<file path="src/rtl/viterbi_frame_ctrl.sv">
// viterbi_frame_ctrl: assembles coded symbol pairs into one decoder frame,
// pulses the decoder clear, waits out the decode latency, then holds the result.
//
// Ports:
//   clk, rst_n               clock, async active-low reset
//   sym_valid/sym_ready      upstream pair handshake
//   sym_data[1:0]            coded pair, [1] transmitted first
//   sym_last                 final pair of a (possibly short) frame
//   dec_dat[2N-1:0]          frame to decoder dat
//   dec_start                decoder ready
//   dec_reset                decoder active-low reset
//   dec_out[N-1:0]           decoder result
//   out_valid/out_ready      downstream handshake
//   out_data[N-1:0]          decoded bits, [N-1] first
//   out_len                  number of meaningful bits
//   busy                     high outside FILL
//   frame_cnt[15:0]          frames delivered, wrapping
module viterbi_frame_ctrl #(
   parameter  int N_BITS  = 7,
   parameter  int DEC_LAT = 8,
   localparam int DW      = 2 * N_BITS,
   localparam int LW      = $clog2(N_BITS + 1)
) (
   input  logic              clk,
   input  logic              rst_n,
   input  logic              sym_valid,
   input  logic [1:0]        sym_data,
   input  logic              sym_last,
   output logic              sym_ready,
   output logic [DW-1:0]     dec_dat,
   output logic              dec_start,
   output logic              dec_reset,
   input  logic [N_BITS-1:0] dec_out,
   output logic              out_valid,
   output logic [N_BITS-1:0] out_data,
   output logic [LW-1:0]     out_len,
   input  logic              out_ready,
   output logic              busy,
   output logic [15:0]       frame_cnt
);

   localparam int CW = (DEC_LAT > 1) ? $clog2(DEC_LAT) : 1;
   localparam logic [CW-1:0] LAT_END   = CW'(DEC_LAT - 1);
   localparam logic [LW-1:0] LAST_PAIR = LW'(N_BITS - 1);

   typedef enum logic [1:0] {
      S_FILL,
      S_CLR,
      S_WAIT,
      S_OUT
   } state_t;

   state_t            state_q, state_d;
   logic [DW-1:0]     dat_q, dat_d;
   logic [LW-1:0]     cnt_q, cnt_d;
   logic [CW-1:0]     lat_q, lat_d;
   logic [N_BITS-1:0] odata_q, odata_d;
   logic [LW-1:0]     olen_q, olen_d;
   logic [15:0]       frame_cnt_q, frame_cnt_d;
   logic              dec_reset_q;

   always_ff @(posedge clk or negedge rst_n) begin
      if (!rst_n) begin
         state_q     <= S_FILL;
         dat_q       <= '0;
         cnt_q       <= '0;
         lat_q       <= '0;
         odata_q     <= '0;
         olen_q      <= '0;
         frame_cnt_q <= '0;
         dec_reset_q <= 1'b0;
      end else begin
         state_q     <= state_d;
         dat_q       <= dat_d;
         cnt_q       <= cnt_d;
         lat_q       <= lat_d;
         odata_q     <= odata_d;
         olen_q      <= olen_d;
         frame_cnt_q <= frame_cnt_d;
         // registered so the decoder stays in reset for the first
         // cycle after our own reset releases
         dec_reset_q <= (state_d != S_CLR);
      end
   end

   always_comb begin
      state_d     = state_q;
      dat_d       = dat_q;
      cnt_d       = cnt_q;
      lat_d       = lat_q;
      odata_d     = odata_q;
      olen_d      = olen_q;
      frame_cnt_d = frame_cnt_q;
      unique case (state_q)
         S_FILL: begin
            if (sym_valid) begin
               // pair k lands MSB-first at [2N-1-2k -: 2]
               for (int k = 0; k < N_BITS; k++) begin
                  if (cnt_q == LW'(k)) begin
                     dat_d[DW-1-2*k -: 2] = sym_data;
                  end
               end
               cnt_d = cnt_q + 1'b1;
               if (cnt_q == LAST_PAIR || sym_last) begin
                  olen_d  = cnt_q + 1'b1;
                  state_d = S_CLR;
               end
            end
         end
         S_CLR: begin
            lat_d   = '0;
            state_d = S_WAIT;
         end
         S_WAIT: begin
            if (lat_q == LAT_END) begin
               // bits beyond the received pairs decode from the
               // zero padding and carry no information
               odata_d = dec_out &
                         ~({N_BITS{1'b1}} >> olen_q);
               state_d = S_OUT;
            end else begin
               lat_d = lat_q + 1'b1;
            end
         end
         S_OUT: begin
            if (out_ready) begin
               frame_cnt_d = frame_cnt_q + 16'd1;
               cnt_d       = '0;
               dat_d       = '0;
               state_d     = S_FILL;
            end
         end
         default: state_d = S_FILL;
      endcase
   end

   assign sym_ready = (state_q == S_FILL);
   assign busy      = (state_q != S_FILL);
   assign dec_start = (state_q == S_WAIT);
   assign out_valid = (state_q == S_OUT);
   assign dec_reset = dec_reset_q;
   assign dec_dat   = dat_q;
   assign out_data  = odata_q;
   assign out_len   = olen_q;
   assign frame_cnt = frame_cnt_q;

endmodule

</file>
<file path="config.mk">
export PLATFORM = sky130hd
export DESIGN_NAME = viterbi_frame_ctrl
export DESIGN_NICKNAME = d
export VERILOG_FILES = /design/src/rtl/viterbi_frame_ctrl.sv
export SDC_FILE = /design/constraint.sdc
export NUM_CORES = 1
export LEC_CHECK = 0
export BUFFER_PORTS_ARGS = -buffer_cell sky130_fd_sc_hd__buf_2
export CAP_MARGIN = 25
export CORE_ASPECT_RATIO = 1.4
export CORE_MARGIN = 4
export CORE_UTILIZATION = 30
export CTS_BUF_LIST = sky130_fd_sc_hd__clkbuf_2 sky130_fd_sc_hd__clkbuf_4 sky130_fd_sc_hd__clkbuf_8
export DETAILED_ROUTE_END_ITERATION = 6
export GPL_TIMING_DRIVEN = 0
export PLACE_DENSITY = 0.59
export SETUP_SLACK_MARGIN = 0.1
export SLEW_MARGIN = 20
export SYNTH_ARGS = -nofsm -noshare
export SYNTH_HDL_FRONTEND = slang
export SYNTH_SLANG_ARGS = --single-unit
</file>
<file path="constraint.sdc">
create_clock -name clk -period 2 [get_ports clk]
set_input_delay 0.1 -clock clk [delete_from_list [all_inputs] [get_ports clk]]
set_output_delay 0.1 -clock clk [all_outputs]
set_load 0.02 [all_outputs]
</file>
## Yosys cells after proc, flatten, opt, wreduce, memory -nomap -nowiden

Index checks and enable logic that the tools add are counted.

| cells by class | value |
|---|---|
| $add $sub $neg | 3 |
| equal/unequal tests | 21 |
| shift operators | 1 |
| mux-type cells | 20 |
| bitwise logic cells | 2 |
| reduce and logical (&&, ||, !) cells | 18 |

Operator list:

| operator | number |
|---|---|
| 14-bit 2-to-1 mux | 2 |
| 14-bit case mux with 2 select lines | 1 |
| 4-bit AND reduction | 7 |
| 2-bit 2-to-1 mux | 11 |
| 2-bit by 1-bit != test with 1-bit output (second input constant) | 9 |
| 16-bit by 1-bit adder with 16-bit output (second input constant) | 1 |
| 3-bit == test (second input constant) | 4 |
| 3-bit case mux with 2 select lines | 2 |
| 3-bit 2-to-1 mux | 3 |
| 2-bit case mux with 4 select lines | 1 |
| 7-bit bitwise AND | 1 |
| 7-bit NOT | 1 |
| 7-bit by 3-bit right shift with 7-bit output (first input constant) | 1 |
| 3-bit by 1-bit adder with 3-bit output (second input constant) | 2 |
| 3-bit by 2-bit == test with 1-bit output (second input constant) | 2 |
| 2-bit AND reduction | 3 |
| 3-bit AND reduction | 2 |
| 2-bit nonzero test | 3 |
| 2-bit == test (second input constant) | 2 |
| 2-bit != test (second input constant) | 2 |
| 3-bit by 1-bit == test with 1-bit output (second input constant) | 1 |
| 3-bit zero test | 1 |
| 2-bit by 1-bit == test with 1-bit output (second input constant) | 1 |
| 2-bit zero test | 1 |
| 1-bit logical OR | 1 |

| word-level totals | value |
|---|---|
| register bits | 49 |
| bits of input ports | 14 |
| output and inout bits | 45 |
| word-level logic and storage cells | 79 |

## Longest topological paths before layout

Gate-level depths: netlist (run 1).

| logic depth | value |
|---|---|
| word-level depth | 6 |
| depth in mapped cells | 6 |
| depth with buffers taken out | 6 |

## Least setup slack after synthesis (run 1)

Ideal clock, no wire load.

| timing | value |
|---|---|
| path kind | reg-to-reg |
| start | reg state_q[0] |
| end | reg odata_q[0], in the netlist out_data[0] |
| arrival | 1.427 ns |
| path slack | 0.445 ns |
| cell stages (with the launch flop) | 7 |
| path buffers | 2 |
| path through | dfrtp_1 buf_6 nor2b_1 nand2_1 buf_2 nand2_1 o21ai_0 |

| between the ends | value |
|---|---|
| longest elaborated chain between the ends | 2 |

RTL lines:

| item | line | RTL |
|---|---|---|
| from (decl) | 53 | `state_t state_q, state_d;` |
| from (signal assigned) | 73 | `state_q <= state_d;` |
| 2-bit == test | -- |  |
| named net dec_start | 31 | `output logic dec_start,` |
| 2-bit AND reduction (no line) | -- |  |
| to (signal assigned) | 77 | `odata_q <= odata_d;` |
| to (decl) | 57 | `logic [N_BITS-1:0] odata_q, odata_d;` |

The timed path passes the listed nets, and every way through them passes these cells.
A chain may end at the register's enable or synchronous reset.

## Final worst setup path (run 1)

| timing | value |
|---|---|
| start | reg cnt_q[0] |
| end | reg olen_q[1], in the netlist out_len[1] |

| between the ends | value |
|---|---|
| longest elaborated chain between the ends | 3 |
| elaborated cells between the ends (all ways) | 4 |
| those cells by class | add/sub: 1; eq/ne: 1; reduce/logical: 2 |

RTL lines:

| item | line | RTL |
|---|---|---|
| from (decl) | 55 | `logic [LW-1:0] cnt_q, cnt_d;` |
| from (signal assigned) | 75 | `cnt_q <= cnt_d;` |
| 3-bit == test | 104 | `if (cnt_q == LAST_PAIR \|\| sym_last) begin` |
| 1-bit logical OR | 104 |  |
| 3-bit AND reduction (no line) | -- |  |
| to (signal assigned) | 78 | `olen_q <= olen_d;` |
| to (decl) | 58 | `logic [LW-1:0] olen_q, olen_d;` |

Parallel ways exist; a longest one is shown, timed or not.

==> out/qor.txt, run 1 <==
Via Count -> 1649
Hold WC Path Type -> in -> reg
Slew Limit Headroom -> 58.0%
Setup crit start kind -> flop
post-synth cell types -> 35
via density per instance -> 4.56
CTS Sinks -> 49
RSZ-0062 raised after global routing -> false
CP Cell Sequence -> inv_1 -> ha_1 -> a21o_1 -> nand2_1 -> mux2_1
largest cells by area after synthesis -> dfrtp_1, nand2_1, ha_1, xnor2_1, o21ai_1
initial antenna violation count -> 0
sequential cell area fraction in the yosys report -> 55.8%
Yosys reg bits -> 49
placed cell count -> 353
Final Max Slew Viols -> 0
crit path time final -> 1.60 ns
Iter 0 DRT Violations -> 57
CTS tree -> built
Yosys Warn Count -> 0
commonest cells after routing, fill and taps aside -> buf_2, dfrtp_1, nand2_1, o21ai_1, nand3_1
gpl congestion -> 0.734
global-route wire length before repair -> 8140 um
Pwr per Cell Area -> 1380 nW/um^2
Post-DP HPWL -> 3630 um
Peak VDD IR -> 0.535 mV
largest net degree at the start of global routing -> 50
Total Routing Usage GR -> 12.0%
period utilisation layout -> 80.2%
DRC Markers -> 0
Syn Nets -> 222
core area -> 7030 um^2
cells after synthesis -> 200
layout cells sized above 1 -> 29.6%
grt ovf -> 0
clk_lat worst skew -> 0.30 ns
Top delay family on crit path -> flip-flops
DRT antenna net count -> 0
Worst Path Buf+Inv -> 1
CP peak stage delay -> 0.46 ns
commonest non-fill, non-tap cell in the layout -> buf_2
Avg Inst Size Synth -> 11.0 um^2
dpl ws -> 0.402 ns
Synth area leader -> dfrtp_1
Setup TNS -> 0 ns
clock skew -> 0.00770 ns
max_cap viols -> 0
Worst Path Required -> 2.18 ns
Initial Utilization -> 31.3%
CP Data Arrival Time -> 1.79 ns
Port Buffers -> 58
Crit-path slowest cell -> dfrtp_1
# setup viols final -> 0
n_diodes -> 0
CTS H-Tree Depth -> 2
outcome -> complete, no violations
CP Max Fanout -> 7
die width -> 80.3 um
leakage -> 1.42 nW
Worst-path clk slew -> 0.09 ns
Routed WL -> 4830 um
I/O pins -> 59
Post-DP Area -> 2610 um^2
hold_buf cts -> 1
Root Driver -> clkbuf_8
CTS-repair resized insts -> 0
Post-Layout Cell Count -> 362
synthesized cell area -> 2200 um^2
die area -> 8780 um^2
number of iterations in the first detailed-routing pass -> 4
share of Yosys cell area claimed by the top area cell type -> 55.8%
Die Y -> 109 um
Final Hold Vio Count -> 0
slew of the pin with the lowest slew margin -> 0.630 ns
critical path endpoint category -> flop
setup ws final -> 0.395 ns
postcts setup bufs -> 0
Post-Layout Inst Area -> 2710 um^2
total CTS buffers -> 5
area delta synth->final -> 23.3%
FP Rows -> 36
DR WL/cell -> 13.3 um
Setup CP Type -> reg -> reg
vias in the first global route -> 1730
Nets -> 288
Longest Clk Path Bufs -> 2
post-route core utilization -> 38.6%
final hold slack -> 0.0291 ns
Tot Pwr -> 3.74 mW
Highest Clock Rate -> 623 MHz
-- final cells by class --
class,instances,area (um^2)
clock inverters,2,15.0
repair buffers,59,303
clock buffers,6,76.3
plain buffers,6,38.8
multi-input cells,138,907
fillers,748,4320
well taps,95,119
inverters,7,26.3
flip-flops and latches,49,1230
-- state kept, by name (all words and copies together), names as in the netlist --
register / count
cnt_q: 3
dec_dat: 14
dec_reset: 1
frame_cnt: 16
lat_q: 3
out_data: 7
out_len: 3
state_q: 2
-- path summary, 6_finish.rpt --
path,from,endpoint,slack [ns],depth (start not counted)
max in group asynchronous,rst_n,dec_dat[7],1.21,2
hold / removal,dec_out[4],out_data[4],0.03,2
setup / recovery,cnt_q[0],out_len[1],0.40,5
hold reg to reg,frame_cnt[15],frame_cnt[15],0.48,1
min in group asynchronous,rst_n,lat_q[1],0.36,2
setup reg to reg,cnt_q[0],out_len[1],0.40,5
-- report_power, final --
| group | internal, mW | switching [mW] |
|---|---|---|
| clock network | 0.261 | 0.350 |
| logic | 0.601 | 0.956 |
| registers | 1.30 | 0.271 |
-- per-layer routing --
layer  wire length (um)  track usage (%)  vias up
met1               2160             14.5      780
met4                 58             3.99        0
met3                178             2.73        4
li1                   -                -      829
met2               2430             20.9       36
met5                  0                0        -
-- logic make-up after synthesis --
logic type               share of synthesized area [%]
AND/OR/NAND/NOR                                   18.0
flip-flops                                        55.8
AO/OA/AOI/OAI                                     9.50
XOR/XNOR                                          5.98
buffers and inverters                             2.96
adder cells (fa/ha/maj)                           4.55
multiplexers                                      3.24
-- cells in the mapped netlist, drive strengths merged --
cell / instances
nor2: 7
clkbuf: 1
nor3: 3
nand4: 5
nand2: 35
o211ai: 2
a22o: 7
dfrtp: 49
mux2: 1
mux2i: 6
a21oi: 3
nand3: 14
o21ai: 19
or3: 1
xnor2: 11
xor2: 4
nor2b: 1
or3b: 1
nor3b: 1
buf: 5
and4: 2
a21o: 2
ha: 8
inv: 7
o31ai: 1
and3: 4
Note: power is estimated with default switching activity, not from simulation.
==> run 2: changes to the inputs <==
--- a/config.mk
+++ b/config.mk
@@ -5,6 +5,7 @@
 export SDC_FILE = /design/constraint.sdc
 export NUM_CORES = 1
 export LEC_CHECK = 0
+export ABC_AREA = 1
 export BUFFER_PORTS_ARGS = -buffer_cell sky130_fd_sc_hd__buf_2
 export CAP_MARGIN = 25
 export CORE_ASPECT_RATIO = 1.4
==> constraint.sdc (replaced) <==
create_clock -name clk -period 1.5 [get_ports clk]
set_input_delay 0.075 -clock clk [delete_from_list [all_inputs] [get_ports clk]]
set_output_delay 0.075 -clock clk [all_outputs]
set_load 0.02 [all_outputs]
==> out/qor.txt, run 2 <==
outcome -> complete, no violations
Yosys Warn Count -> 0
leakage -> 1.47 nW
Tot Pwr -> 5.35 mW
clock skew -> 0.0123 ns
area delta synth->final -> 28.9%
crit path time final -> 1.34 ns
most instantiated cells after synthesis -> nand2_1, dfrtp_1, o21ai_0, inv_1, nor2_1
slew of the pin with the lowest slew margin -> 0.538 ns
final hold slack -> 0.00715 ns
Hold WC Path Type -> in -> reg
Slew Limit Headroom -> 64.2%
commonest cells after routing, fill and taps aside -> nand2_1, buf_2, dfrtp_1, o21ai_0, inv_1
period utilisation layout -> 89.1%
Setup crit start kind -> flop
DR WL/cell -> 12.3 um
sequential cell area fraction in the yosys report -> 54.8%
grt ovf -> 0
CTS Sinks -> 49
Port Buffers -> 58
Routed WL -> 5170 um
commonest non-fill, non-tap cell in the layout -> nand2_1
Post-synth EDFFs -> 0
max_cap viols -> 0
Iter 0 DRT Violations -> 60
crit-path most repeated cell -> ha_1
Yosys reg bits -> 49
layout cells sized above 1 -> 30.3%
global-route wire length before repair -> 8740 um
Die Y -> 110 um
Post-DP Area -> 2670 um^2
total CTS buffers -> 5
DRT antenna net count -> 0
RSZ-0062 raised after global routing -> true
top-count cell post-synth -> nand2_1
Via Count -> 1856
critical path endpoint category -> flop
CP Data Arrival Time -> 1.52 ns
synthesized cell area -> 2240 um^2
Worst Path Buf+Inv -> 1
n_diodes -> 0
largest cells by area after synthesis -> dfrtp_1, nand2_1, o21ai_0, ha_1, inv_1
gpl congestion -> 0.744
placed cell count -> 404
CP peak stage delay -> 0.42 ns
Setup CP Type -> reg -> reg
Post-DP HPWL -> 3820 um
I/O pins -> 59
clk_lat worst skew -> 0.30 ns
Total Routing Usage GR -> 12.5%
number of iterations in the first detailed-routing pass -> 4
Final Max Slew Viols -> 0
Crit-path slowest cell -> dfrtp_2
vias in the first global route -> 1909
CP Cell Sequence -> buf_4 -> ha_1 -> ha_1 -> o21ai_2 -> o21ai_0
DRC Markers -> 0
Async S/R FF share, synth -> 100%
Synth area leader -> dfrtp_1
post-synth cell types -> 24
Worst-path clk slew -> 0.10 ns
FP Rows -> 37
via density per instance -> 4.42
CP Max Fanout -> 4
CTS H-Tree Depth -> 2
max reg flops -> 16
Longest Clk Path Bufs -> 2
CTS tree -> built
Final Hold Vio Count -> 0
Peak VDD IR -> 0.660 mV
largest net degree at the start of global routing -> 29
Root Driver -> clkbuf_8
initial antenna violation count -> 0
die width -> 81.0 um
Syn Nets -> 270
Most used DFF post-synth -> dfrtp_1
core area -> 7310 um^2
cells after synthesis -> 248
Nets -> 344
Post-Layout Inst Area -> 2880 um^2
Pwr per Cell Area -> 1860 nW/um^2
Worst Path Required -> 1.68 ns
Top delay family on crit path -> flip-flops
Avg Inst Size Synth -> 9.02 um^2
die area -> 8920 um^2
Highest Clock Rate -> 748 MHz
post-route core utilization -> 39.4%
share of Yosys cell area claimed by the top area cell type -> 54.8%
# setup viols final -> 0
Initial Utilization -> 30.6%
Post-Layout Cell Count -> 420
==> run 2: changes by cell type after synthesis, moves of 7 or more <==
cell	previous run	this run
nand2_1	32	78
o21ai_0	3	34
inv_1	7	25
o21ai_1	16	1
a22o_1	7	0
nor2_1	6	13
==> run 2: per-layer routing <==
metal,track usage (%),up-vias,part of all wire (%)
li1,-,939,-
met1,14.6,860,43
met2,21.7,52,49
met3,3.74,5,7.0
met4,3.86,0,1.3
met5,0,-,0
==> run 2: cell type report <==
cell class | count | area [um^2]
buffer | 2 | 15.0
clock buffer | 6 | 82.6
clock inverter | 2 | 13.8
fill | 800 | 4430
inverter | 26 | 97.6
multi-input combinational | 171 | 936
sequential | 49 | 1230
tap | 97 | 121
timing repair buffer | 67 | 385
==> run 2: final timing paths <==
path	to	cells after the start	start	slack [ns]
min in group asynchronous	frame_cnt[13]	2	rst_n	0.28
worst min-delay path	out_data[4]	3	dec_out[4]	0.007
max in group asynchronous	state_q[1]	3	rst_n	0.68
worst max-delay path	dec_dat[7]	5	cnt_q[0]	0.16
worst max register to register	dec_dat[7]	5	cnt_q[0]	0.16
worst min register to register	dec_dat[6]	2	dec_dat[6]	0.49
==> run 2: kinds of logic (layout without fill, tap and decap cells) <==
logic type | count (synthesis) | count (layout) | share of synthesized area [%]
AO/OA/AOI/OAI | 45 | 45 | 11.0
XOR/XNOR | 10 | 10 | 3.92
adder cells (fa/ha/maj) | 8 | 8 | 4.48
buffers and inverters | 28 | 103 | 4.76
flip-flops | 49 | 49 | 54.8
AND/OR/NAND/NOR | 108 | 108 | 21.0
==> run 2: power by group <==
part           total (mW)  switching [mW]  leakage, nW  internal [mW]
Combinational        2.41            1.52        0.801          0.890
Sequential           2.11           0.336        0.622           1.78
Clock               0.823           0.449       0.0512          0.375
Total                5.35            2.31         1.47           3.04
==> run 2: repair_timing <==
action,in CTS,in global routing
endpoints found under the setup margin,30,32
pin swaps,1,7
gates resized for setup,5,15
hold endpoints to repair,21,0
setup buffers,3,4
hold buffers,1,0
==> run 2: tightest hold or removal path, stage by stage <==
cell	delay (ns)
buf_2	0.09
nand2_1	0.05
o21ai_0	0.06
==> run 2: through the flow <==
stage	TNS, ns	worst slack, ns
floorplan	0	0.103
global placement	-0.0746	-0.0287
detailed placement	-0.295	-0.0371
CTS	0	0.124
global route	0	0.0778
finish	0	0.164
